--- src/rtl/int_vect_pkg.sv ---
// Shared definitions for the interrupt vector controller: FSM encoding,
// vector offset and an index-width helper.
package int_vect_pkg;

    typedef enum logic [1:0] {
        IDLE  = 2'd0,
        REQ   = 2'd1,
        ACK   = 2'd2,
        GUARD = 2'd3
    } int_vect_state_e;

    // Vector 0 is the reset vector, so request lines start at 1.
    localparam int unsigned VECT_BASE = 1;

    // Index width for n request lines (at least one bit).
    function automatic int unsigned idx_w(input int unsigned n);
        return (n > 1) ? $clog2(n) : 1;
    endfunction

endpackage

--- src/rtl/int_vect_ctrl_if.sv ---
// CPU-side interrupt handshake: request + vector to the core, accept pulse back.
interface int_vect_ctrl_if #(
    parameter int unsigned VECT_W = 5
);
    logic              cpu_int_req_o;
    logic [VECT_W-1:0] cpu_vect_o;
    logic              cpu_int_ack_i;

    modport master (
        output cpu_int_req_o,
        output cpu_vect_o,
        input  cpu_int_ack_i
    );

    modport slave (
        input  cpu_int_req_o,
        input  cpu_vect_o,
        output cpu_int_ack_i
    );
endinterface

--- src/rtl/int_vect_prio_enc.sv ---
// Combinational lowest-set-bit priority encoder; bit 0 has top priority.
module int_vect_prio_enc
    import int_vect_pkg::*;
#(
    parameter  int unsigned NUM_IRQ = 8,
    localparam int unsigned IDX_W   = idx_w(NUM_IRQ)
) (
    input  logic [NUM_IRQ-1:0] req_i,
    output logic [IDX_W-1:0]   idx_c_o,
    output logic               valid_c_o
);

    // Scan from the top down so the lowest set bit is the last one written.
    always_comb begin
        idx_c_o   = '0;
        valid_c_o = |req_i;
        for (int i = int'(NUM_IRQ) - 1; i >= 0; i--) begin
            if (req_i[i]) begin
                idx_c_o = IDX_W'(i);
            end
        end
    end

endmodule

--- src/rtl/int_vect_ctrl.sv ---
// Interrupt vector controller: picks the highest-priority peripheral request,
// presents vector idx+1 to the CPU and returns a one-cycle ack to the winner.
// Optional build macro INT_VECT_MASK_EN adds a per-line enable irq_mask_i.
module int_vect_ctrl
    import int_vect_pkg::*;
#(
    parameter int unsigned NUM_IRQ = 8,
    parameter int unsigned VECT_W  = 5
) (
    input  logic               clk_i,
    input  logic               rst_n_i,
    input  logic [NUM_IRQ-1:0] irq_i,
    output logic [NUM_IRQ-1:0] irq_ack_o,
    input  logic               gie_i,
`ifdef INT_VECT_MASK_EN
    input  logic [NUM_IRQ-1:0] irq_mask_i,
`endif
    int_vect_ctrl_if.master    cpu_if
);

    localparam int unsigned IDX_W = idx_w(NUM_IRQ);

    // Every line plus the reset vector must fit in the vector field.
    if (NUM_IRQ >= (32'd1 << VECT_W)) begin : g_param_check
        $error("int_vect_ctrl: NUM_IRQ must be smaller than 2**VECT_W");
    end

    int_vect_state_e    state_q;
    logic [IDX_W-1:0]   idx_q;
    logic               req_q;
    logic [VECT_W-1:0]  vect_q;
    logic [NUM_IRQ-1:0] ack_q;

    logic [NUM_IRQ-1:0] eff_c;
    logic [IDX_W-1:0]   win_idx_c;
    logic               win_valid_c;
    logic               withdraw_c;

    // Effective request set after optional per-line masking.
`ifdef INT_VECT_MASK_EN
    assign eff_c = irq_i & irq_mask_i;
`else
    assign eff_c = irq_i;
`endif

    int_vect_prio_enc #(
        .NUM_IRQ (NUM_IRQ)
    ) u_prio_enc (
        .req_i     (eff_c),
        .idx_c_o   (win_idx_c),
        .valid_c_o (win_valid_c)
    );

    // Latched source dropped its request (or was masked) or interrupts got disabled.
    assign withdraw_c = !eff_c[idx_q] || !gie_i;

    // Handshake FSM with registered request, vector and ack outputs.
    always_ff @(posedge clk_i or negedge rst_n_i) begin
        if (!rst_n_i) begin
            state_q <= IDLE;
            idx_q   <= '0;
            req_q   <= 1'b0;
            vect_q  <= '0;
            ack_q   <= '0;
        end else begin
            case (state_q)
                IDLE: begin
                    if (gie_i && win_valid_c) begin
                        idx_q   <= win_idx_c;
                        vect_q  <= VECT_W'(32'(win_idx_c) + VECT_BASE);
                        req_q   <= 1'b1;
                        state_q <= REQ;
                    end
                end
                REQ: begin
                    // CPU acceptance takes precedence over a same-cycle withdrawal.
                    if (cpu_if.cpu_int_ack_i) begin
                        req_q   <= 1'b0;
                        ack_q   <= NUM_IRQ'(1) << idx_q;
                        state_q <= ACK;
                    end else if (withdraw_c) begin
                        req_q   <= 1'b0;
                        state_q <= IDLE;
                    end
                end
                ACK: begin
                    ack_q   <= '0;
                    state_q <= GUARD;
                end
                GUARD: begin
                    // Dead cycle: the acked source clears its level before re-sampling.
                    state_q <= IDLE;
                end
                default: begin
                    state_q <= IDLE;
                end
            endcase
        end
    end

    assign irq_ack_o         = ack_q;
    assign cpu_if.cpu_int_req_o = req_q;
    assign cpu_if.cpu_vect_o    = vect_q;

endmodule

--- src/flat_wrapper.sv ---
// flat-port wrapper written by rule: the top's interface ports become plain ports
module int_vect_ctrl_flat import int_vect_pkg::*;
#(
    parameter int unsigned NUM_IRQ = 8,
    parameter int unsigned VECT_W  = 5
)
  (clk_i, rst_n_i, irq_i, irq_ack_o, gie_i, cpu_if_cpu_int_req_o, cpu_if_cpu_vect_o, cpu_if_cpu_int_ack_i);
  int_vect_ctrl_if #(.VECT_W(VECT_W)) cpu_if_i ();
  input  logic clk_i;
  input  logic rst_n_i;
  input  logic [NUM_IRQ-1:0] irq_i;
  output logic [NUM_IRQ-1:0] irq_ack_o;
  input  logic gie_i;
  output wire logic [$bits(cpu_if_i.cpu_int_req_o)-1:0] cpu_if_cpu_int_req_o;
  output wire logic [$bits(cpu_if_i.cpu_vect_o)-1:0] cpu_if_cpu_vect_o;
  input wire logic [$bits(cpu_if_i.cpu_int_ack_i)-1:0] cpu_if_cpu_int_ack_i;
  assign cpu_if_cpu_int_req_o = cpu_if_i.cpu_int_req_o;
  assign cpu_if_cpu_vect_o = cpu_if_i.cpu_vect_o;
  assign cpu_if_i.cpu_int_ack_i = cpu_if_cpu_int_ack_i;
  int_vect_ctrl #(.NUM_IRQ(NUM_IRQ), .VECT_W(VECT_W)) u_core (.clk_i(clk_i), .rst_n_i(rst_n_i), .irq_i(irq_i), .irq_ack_o(irq_ack_o), .gie_i(gie_i), .cpu_if(cpu_if_i));
endmodule
--- config.mk ---
export PLATFORM = sky130hd
export DESIGN_NAME = int_vect_ctrl_flat
export DESIGN_NICKNAME = d
export VERILOG_FILES = /design/src/rtl/int_vect_pkg.sv /design/src/rtl/int_vect_ctrl_if.sv /design/src/rtl/int_vect_prio_enc.sv /design/src/rtl/int_vect_ctrl.sv /design/src/flat_wrapper.sv
export SDC_FILE = /design/constraint.sdc
export NUM_CORES = 1
export LEC_CHECK = 0
export CORE_MARGIN = 1
export CORE_UTILIZATION = 25
export CTS_CLUSTER_SIZE = 8
export DETAILED_ROUTE_END_ITERATION = 16
export GPL_TIMING_DRIVEN = 0
export REMOVE_ABC_BUFFERS = 1
export SETUP_SLACK_MARGIN = 0.15
export SLEW_MARGIN = 20
export SYNTH_ARGS = -nofsm -noshare
export SYNTH_HDL_FRONTEND = slang
export SYNTH_SLANG_ARGS = --single-unit
--- constraint.sdc ---
create_clock -name clk_i -period 2.1 [get_ports clk_i]
set_input_delay 0.315 -clock clk_i [delete_from_list [all_inputs] [get_ports clk_i]]
set_output_delay 0.315 -clock clk_i [all_outputs]
set_load 0.01 [all_outputs]
### Yosys cells after proc, flatten, opt, wreduce, memory -nomap -nowiden

Index checks and enable logic that the tools add are counted.

| storage, ports and cells | value |
|---|---|
| flip-flop bits (word level) | 19 |
| word-level logic and storage cells | 46 |
| input port bits | 12 |

| operators by class | value |
|---|---|
| reduce and logical (&&, ||, !) cells | 12 |
| add/sub/neg operators | 1 |
| eq/ne operators | 6 |
| multiplexer cells | 20 |
| shift-type cells | 1 |
| order comparisons | 1 |

Operator list:

| cell | number |
|---|---|
| 3-bit two-way mux | 8 |
| 8-bit one-hot mux with 2 select lines | 1 |
| 8-bit two-way mux | 1 |
| 2-bit one-hot mux with 4 select lines | 1 |
| 8-bit OR reduction | 1 |
| 1-bit by 3-bit << shifter with 8-bit output, first input constant | 1 |
| 2-bit two-way mux | 3 |
| 2-bit AND reduction | 3 |
| 3-bit by 1-bit adder with 4-bit output, second input constant | 1 |
| 2-bit equality test, second input constant | 2 |
| 3-bit by 4-bit less-than comparator with 1-bit output, second input constant | 1 |
| 1-bit two-way mux | 4 |
| 2-bit nonzero test | 2 |
| 1-bit binary-select mux with 3-bit select | 1 |
| 3-bit by 2-bit inequality test with 1-bit output, second input constant | 1 |
| 3-bit AND reduction | 1 |
| 2-bit by 1-bit equality test with 1-bit output, second input constant | 1 |
| 1-bit logical NOT | 2 |
| 2-bit logical NOT | 1 |
| 2-bit by 1-bit inequality test with 1-bit output, second input constant | 1 |
| 2-bit inequality test, second input constant | 1 |
| 1-bit one-hot mux with 2 select lines | 1 |
| 1-bit logical AND | 1 |
| 1-bit logical OR | 1 |

### Longest topological paths before layout

| logic depth | value |
|---|---|
| depth in word-level cells | 9 |
| gate-level depth with buffers | 7 |

### By module

From an unflattened synthesis, not the netlist that was laid out.

| second synthesis, totals | value |
|---|---|
| cell total of the unflattened synthesis | 92 |
| area total of the unflattened synthesis | 935.9 sq um |

Modules (own cells, without submodules):

| module | cells an instance | area each (sq um) | instances | sequential area each (sq um) |
|---|---|---|---|---|
| int_vect_ctrl | 79 | 854.6 | 1 | 450.4 |
| int_vect_prio_enc | 13 | 81.3 | 1 | 0.0 |

### Worst setup path before layout

OpenSTA, ideal clock, no wires.

| timing path | value |
|---|---|
| path type | input to register |
| start | in irq_i[3] |
| end | reg u_core.vect_q[0] (netlist: u_core.cpu_if.cpu_vect_o[0]) |
| data required time | 1.975 ns |
| path buffers | 0 |
| slack | 0.552 ns |
| cell stages on the path | 3 |
| library setup time | 0.125 ns |
| arrival time | 1.423 ns |
| path through | or4_4 o211ai_4 mux2_2 |

| between the ends | value |
|---|---|
| cells in the longest elaborated chain, start to end | 5 |
| elaborated cells on any way between the ends | 8 |

RTL lines:

| what | RTL line | text |
|---|---|---|
| from (decl) | flat_wrapper.sv:11 | `input logic [NUM_IRQ-1:0] irq_i;` |
| 3-bit two-way mux (4 in series) | int_vect_prio_enc.sv:18 | `if (req_i[i]) begin` |
| 3-bit by 1-bit adder with 4-bit output | int_vect_ctrl.sv:70 | `vect_q <= VECT_W'(32'(win_idx_c) + VECT_BASE);` |
| to (signal assigned) | int_vect_ctrl.sv:70 |  |
| to (decl) | int_vect_ctrl.sv:31 | `logic [VECT_W-1:0] vect_q;` |

Several ways; a longest one is shown, not always the timed one.
A chain may end at the register's enable or synchronous reset.

### Worst setup path after layout

| timing path | value |
|---|---|
| start | in irq_i[5] |
| end | reg u_core.vect_q[0] (netlist: u_core.cpu_if.cpu_vect_o[0]) |

| between the ends | value |
|---|---|
| cells in the longest elaborated chain, start to end | 7 |
| elaborated cells on any way between the ends | 10 |

RTL lines:

| what | RTL line |
|---|---|
| 3-bit two-way mux (6 in series) | int_vect_prio_enc.sv:18 |
| 3-bit by 1-bit adder with 4-bit output | int_vect_ctrl.sv:70 |

Several ways; a longest one is shown, not always the timed one.

==> key figures <==
Global route
  – Initial antenna violation count: 0
  – Vias in the first global route: roughly 860
  – Tot GR Track Use: a little under an eighth
  – First-pass GRT wire length: about 3.8 mm
  – Grt total ovfl: 0
  – Largest net degree at the start of global routing: 19

Timing
  – Min Tclk post-route: roughly 1800 ps
  – RSZ-0062 raised after global routing: no
  – Max Clock Skew: between 5 and 6 ps
  – Period utilization: between 80 and 90%
  – Setup Viol. Count Final: 0
  – Slew @ Worst Pin: 816 ps
  – Pins Over Slew Limit: 0
  – Final worst setup slack: roughly 260 ps
  – Top achievable clock speed: approximately 540 MHz
  – Fin. Hold Viols: 0
  – Total Negative Setup Slacks: 0 ps
  – Min Hold Slack: slightly below 500 ps
  – Slew HR: between 40% and 50%

Place
  – Hpwl dp: between 1.5 and 2 mm
  – Pre-CTS WS: -201 ps
  – Port buffer count: 24
  – DP Cell Count: between 150 and 200
  – Routability cong.: 0.786

Logic synthesis
  – Ys Warns: 0
  – Mapped Area: 980 sq um
  – Synthesized flop and latch total: 18
  – Gate Count Post-Synth: slightly above 100
  – Post-synthesis sequential area ratio: roughly 46%
  – Synth cell types: 31
  – Synth top area share: between 40% and 50%
  – Top post-synthesis cells by area: dfrtp_1 (46%), nand2_1 (6.1%), a22o_1 (5.4%)
  – Dominant cell type by area after synthesis: dfrtp_1
  – Syn avg cell area: roughly 9.7 sq um

Worst setup path
  – Worst Setup Start Kind: input port
  – Worst Reg-to-Reg Cells: 3
  – CP Cell Sequence: clkdlybuf4s50_1 > or4_4 > o211ai_4 > mux2_2
  – Reg2Reg Setup Slack: just over 600 ps
  – Critical Path End Type: flop
  – Critical path peak fanout: 4
  – CP peak stage delay: about 600 ps
  – End of the worst register-to-register path: u_core.irq_ack_o[0]
  – Crit-path slowest cell: or4_4
  – Data arrival, critical path: about 2000 ps
  – WS Path Type: input port to flop
  – Critical path data required time: ~2200 ps

Hold path
  – Worst hold path class: flop to flop
  – HP Start: u_core.cpu_if.cpu_vect_o[2]
  – WHS Path Cells: 2
  – Hold Path End: u_core.cpu_if.cpu_vect_o[2]

Die
  – Cell Rows: 22
  – Die Y: around 65 microns
  – Core Region: about 3700 sq um
  – Ports: 26
  – Starting Density: 26.4%
  – Die Width: around 65 microns
  – Total die area: 4170 sq um

Clock network
  – Clock-pin slew on the worst setup and hold paths: approximately 60 ps
  – Clk Latency, worst-skew pair: between 200 and 300 ps
  – Post-CTS Hold Fix Bufs: 0
  – CTS buffer count: 3
  – TritonCTS clock tree: built
  – CTS sink cnt: 18
  – Maximum clock path buffer count: 2
  – Clock root buffer: clkbuf_8
  – H-tree Lvls: 1

Route
  – Drt pass-1 iters: 4
  – # DRC: 0
  – Wire per inst: 12.4 microns
  – ANT nets after route: 0
  – Vias: 860
  – Wirelength, routed: ~2.2 mm
  – Via/cell ratio: 4.91
  – DRT iter0 DRCs: 31

Pwr
  – Sw Pwr: 0.000479 W
  – Sequential Power Share: approximately 43%
  – Max VDD drop: 0.662 mV
  – Overall Power: ~0.0014 W
  – Sw Ratio: a little over a third
  – Internal: about 0.00089 W
  – Logic pwr share: 36.9%
  – Clock power share: about a fifth
  – P_leak: 0.545 nW
  – Pwr dens: around 1000 nW/um^2

Layout
  – Antenna cell count: 0
  – Nets: around 140
  – Non-filler cells, final: 175
  – Area Overhead vs Synth: 36.0%
  – Layout cells sized above 1: roughly 11%
  – Fillers: just under 400

Run status
  – Status: completed

Job
  – Max Cap Viol: 0
-- layout make-up --
type | instances | area (sq um) | area share (%)
Inverter | 4 | 15.0 | 1.13
Sequential cell | 18 | 450 | 33.8
Timing Repair Buffer | 26 | 258 | 19.3
Tap cell | 48 | 60.1 | 4.51
Multi-Input combinational cell | 75 | 494 | 37.1
Clock buffer | 4 | 55.1 | 4.13
-- synthesized netlist by cell type --
| cell type | n |
|---|---|
| mux2_1 | 1 |
| a22o_1 | 6 |
| ha_1 | 1 |
| o221ai_1 | 1 |
| o2111a_1 | 1 |
| mux2_2 | 3 |
| inv_1 | 4 |
| a221oi_1 | 1 |
| dfrtp_1 | 18 |
| o211ai_4 | 1 |
| nor2b_1 | 2 |
| nand2_1 | 16 |
| nor2_1 | 3 |
| a21oi_1 | 6 |
| buf_4 | 1 |
| o21ai_0 | 10 |
| nand2b_1 | 3 |
| clkbuf_1 | 2 |
| o21bai_1 | 1 |
| or4_4 | 2 |
| mux4_2 | 1 |
| buf_6 | 1 |
| o21ai_1 | 3 |
| and2_1 | 1 |
| nand3_1 | 2 |
| xor2_1 | 1 |
| nor4_1 | 1 |
| conb_1 | 1 |
| o41ai_1 | 1 |
| nor3_1 | 3 |
| or3_1 | 3 |
-- through the flow --
stage,util [%],area (sq um)
floorplan,-,953
global placement,33.7,1250
detailed placement,33.7,1250
CTS,35.6,1320
global route,35.9,1330
finish,35.9,1330
-- power groups by stage --
stage          logic [W]  clock network (W)  registers [W]
2_1_floorplan   0.000255                  0       0.000582
3_3_place_gp    0.000483                  0       0.000582
3_5_place_dp    0.000493                  0       0.000587
4_1_cts         0.000513           0.000291       0.000581
5_1_grt         0.000562           0.000304       0.000605
6_report        0.000505           0.000282       0.000582
-- cells in the final DEF (no fill, tap or decap), types with 2 or more instances in the layout --
cell type	n
clkdlybuf4s50_1	23
dfrtp_1	18
o21ai_0	10
nor2_1	3
nand3_1	2
nor3_1	3
mux2_2	3
nand2b_1	3
or4_4	2
o21ai_1	3
nor2b_1	2
clkbuf_8	4
inv_1	4
nand2_1	16
buf_4	2
a22o_1	6
a21oi_1	6
or3_1	3
-- how the worst max path moves through the flow --
| stage | startpoint | endpoint | slack, ps | cells after the start |
|---|---|---|---|---|
| 3_3_place_gp | irq_i[3] | u_core.cpu_if.cpu_vect_o[0] | -180 | 4 |
| 2_1_floorplan | irq_i[3] | u_core.cpu_if.cpu_vect_o[0] | 440 | 3 |
| 6_report | irq_i[5] | u_core.cpu_if.cpu_vect_o[0] | 260 | 4 |
| 5_1_grt | irq_i[7] | u_core.cpu_if.cpu_vect_o[1] | 180 | 7 |
| 3_5_place_dp | irq_i[3] | u_core.cpu_if.cpu_vect_o[0] | -200 | 4 |
| 4_1_cts | irq_i[3] | u_core.cpu_if.cpu_vect_o[1] | 160 | 7 |
-- cells by family after synthesis --
family / Yosys count / share of synthesized area, %
AND/OR/NAND/NOR: 36 / 18.5
AO/OA/AOI/OAI: 31 / 21.8
flip-flops: 18 / 46.0
buffers and inverters: 8 / 4.21
multiplexers: 5 / 6.90
adder cells (fa/ha/maj): 1 / 1.28
other: 1 / 0.383
XOR/XNOR: 1 / 0.894
-- per-layer routing --
metal	GRT usage (%)	share of wire (%)
met1	14.0	46
met2	20.0	47
met3	3.87	5.8
met4	3.33	0.97
met5	0	0
-- critical path: cells and delay by family --
kind	cells	cell delay, ps
simple gates	1	590
buf+inv	1	460
compound gates	1	250
mux	1	360
-- state kept, by name, summed over array words and instances, names as in the netlist, named ones only --
register and cells:
u_core.cpu_if.cpu_vect_o 4, u_core.irq_ack_o 8, u_core.cpu_if.cpu_int_req_o 1, u_core.state_q 1, u_core.idx_q 3
-- repair_timing --
action	4_1_cts	5_1_grt
pin swaps	1	0
resized for setup	0	2
setup buffers	2	0
setup endpoints to repair	2	1
hold endpoints to repair	0	0
Note: power is estimated with default switching activity, not from simulation.
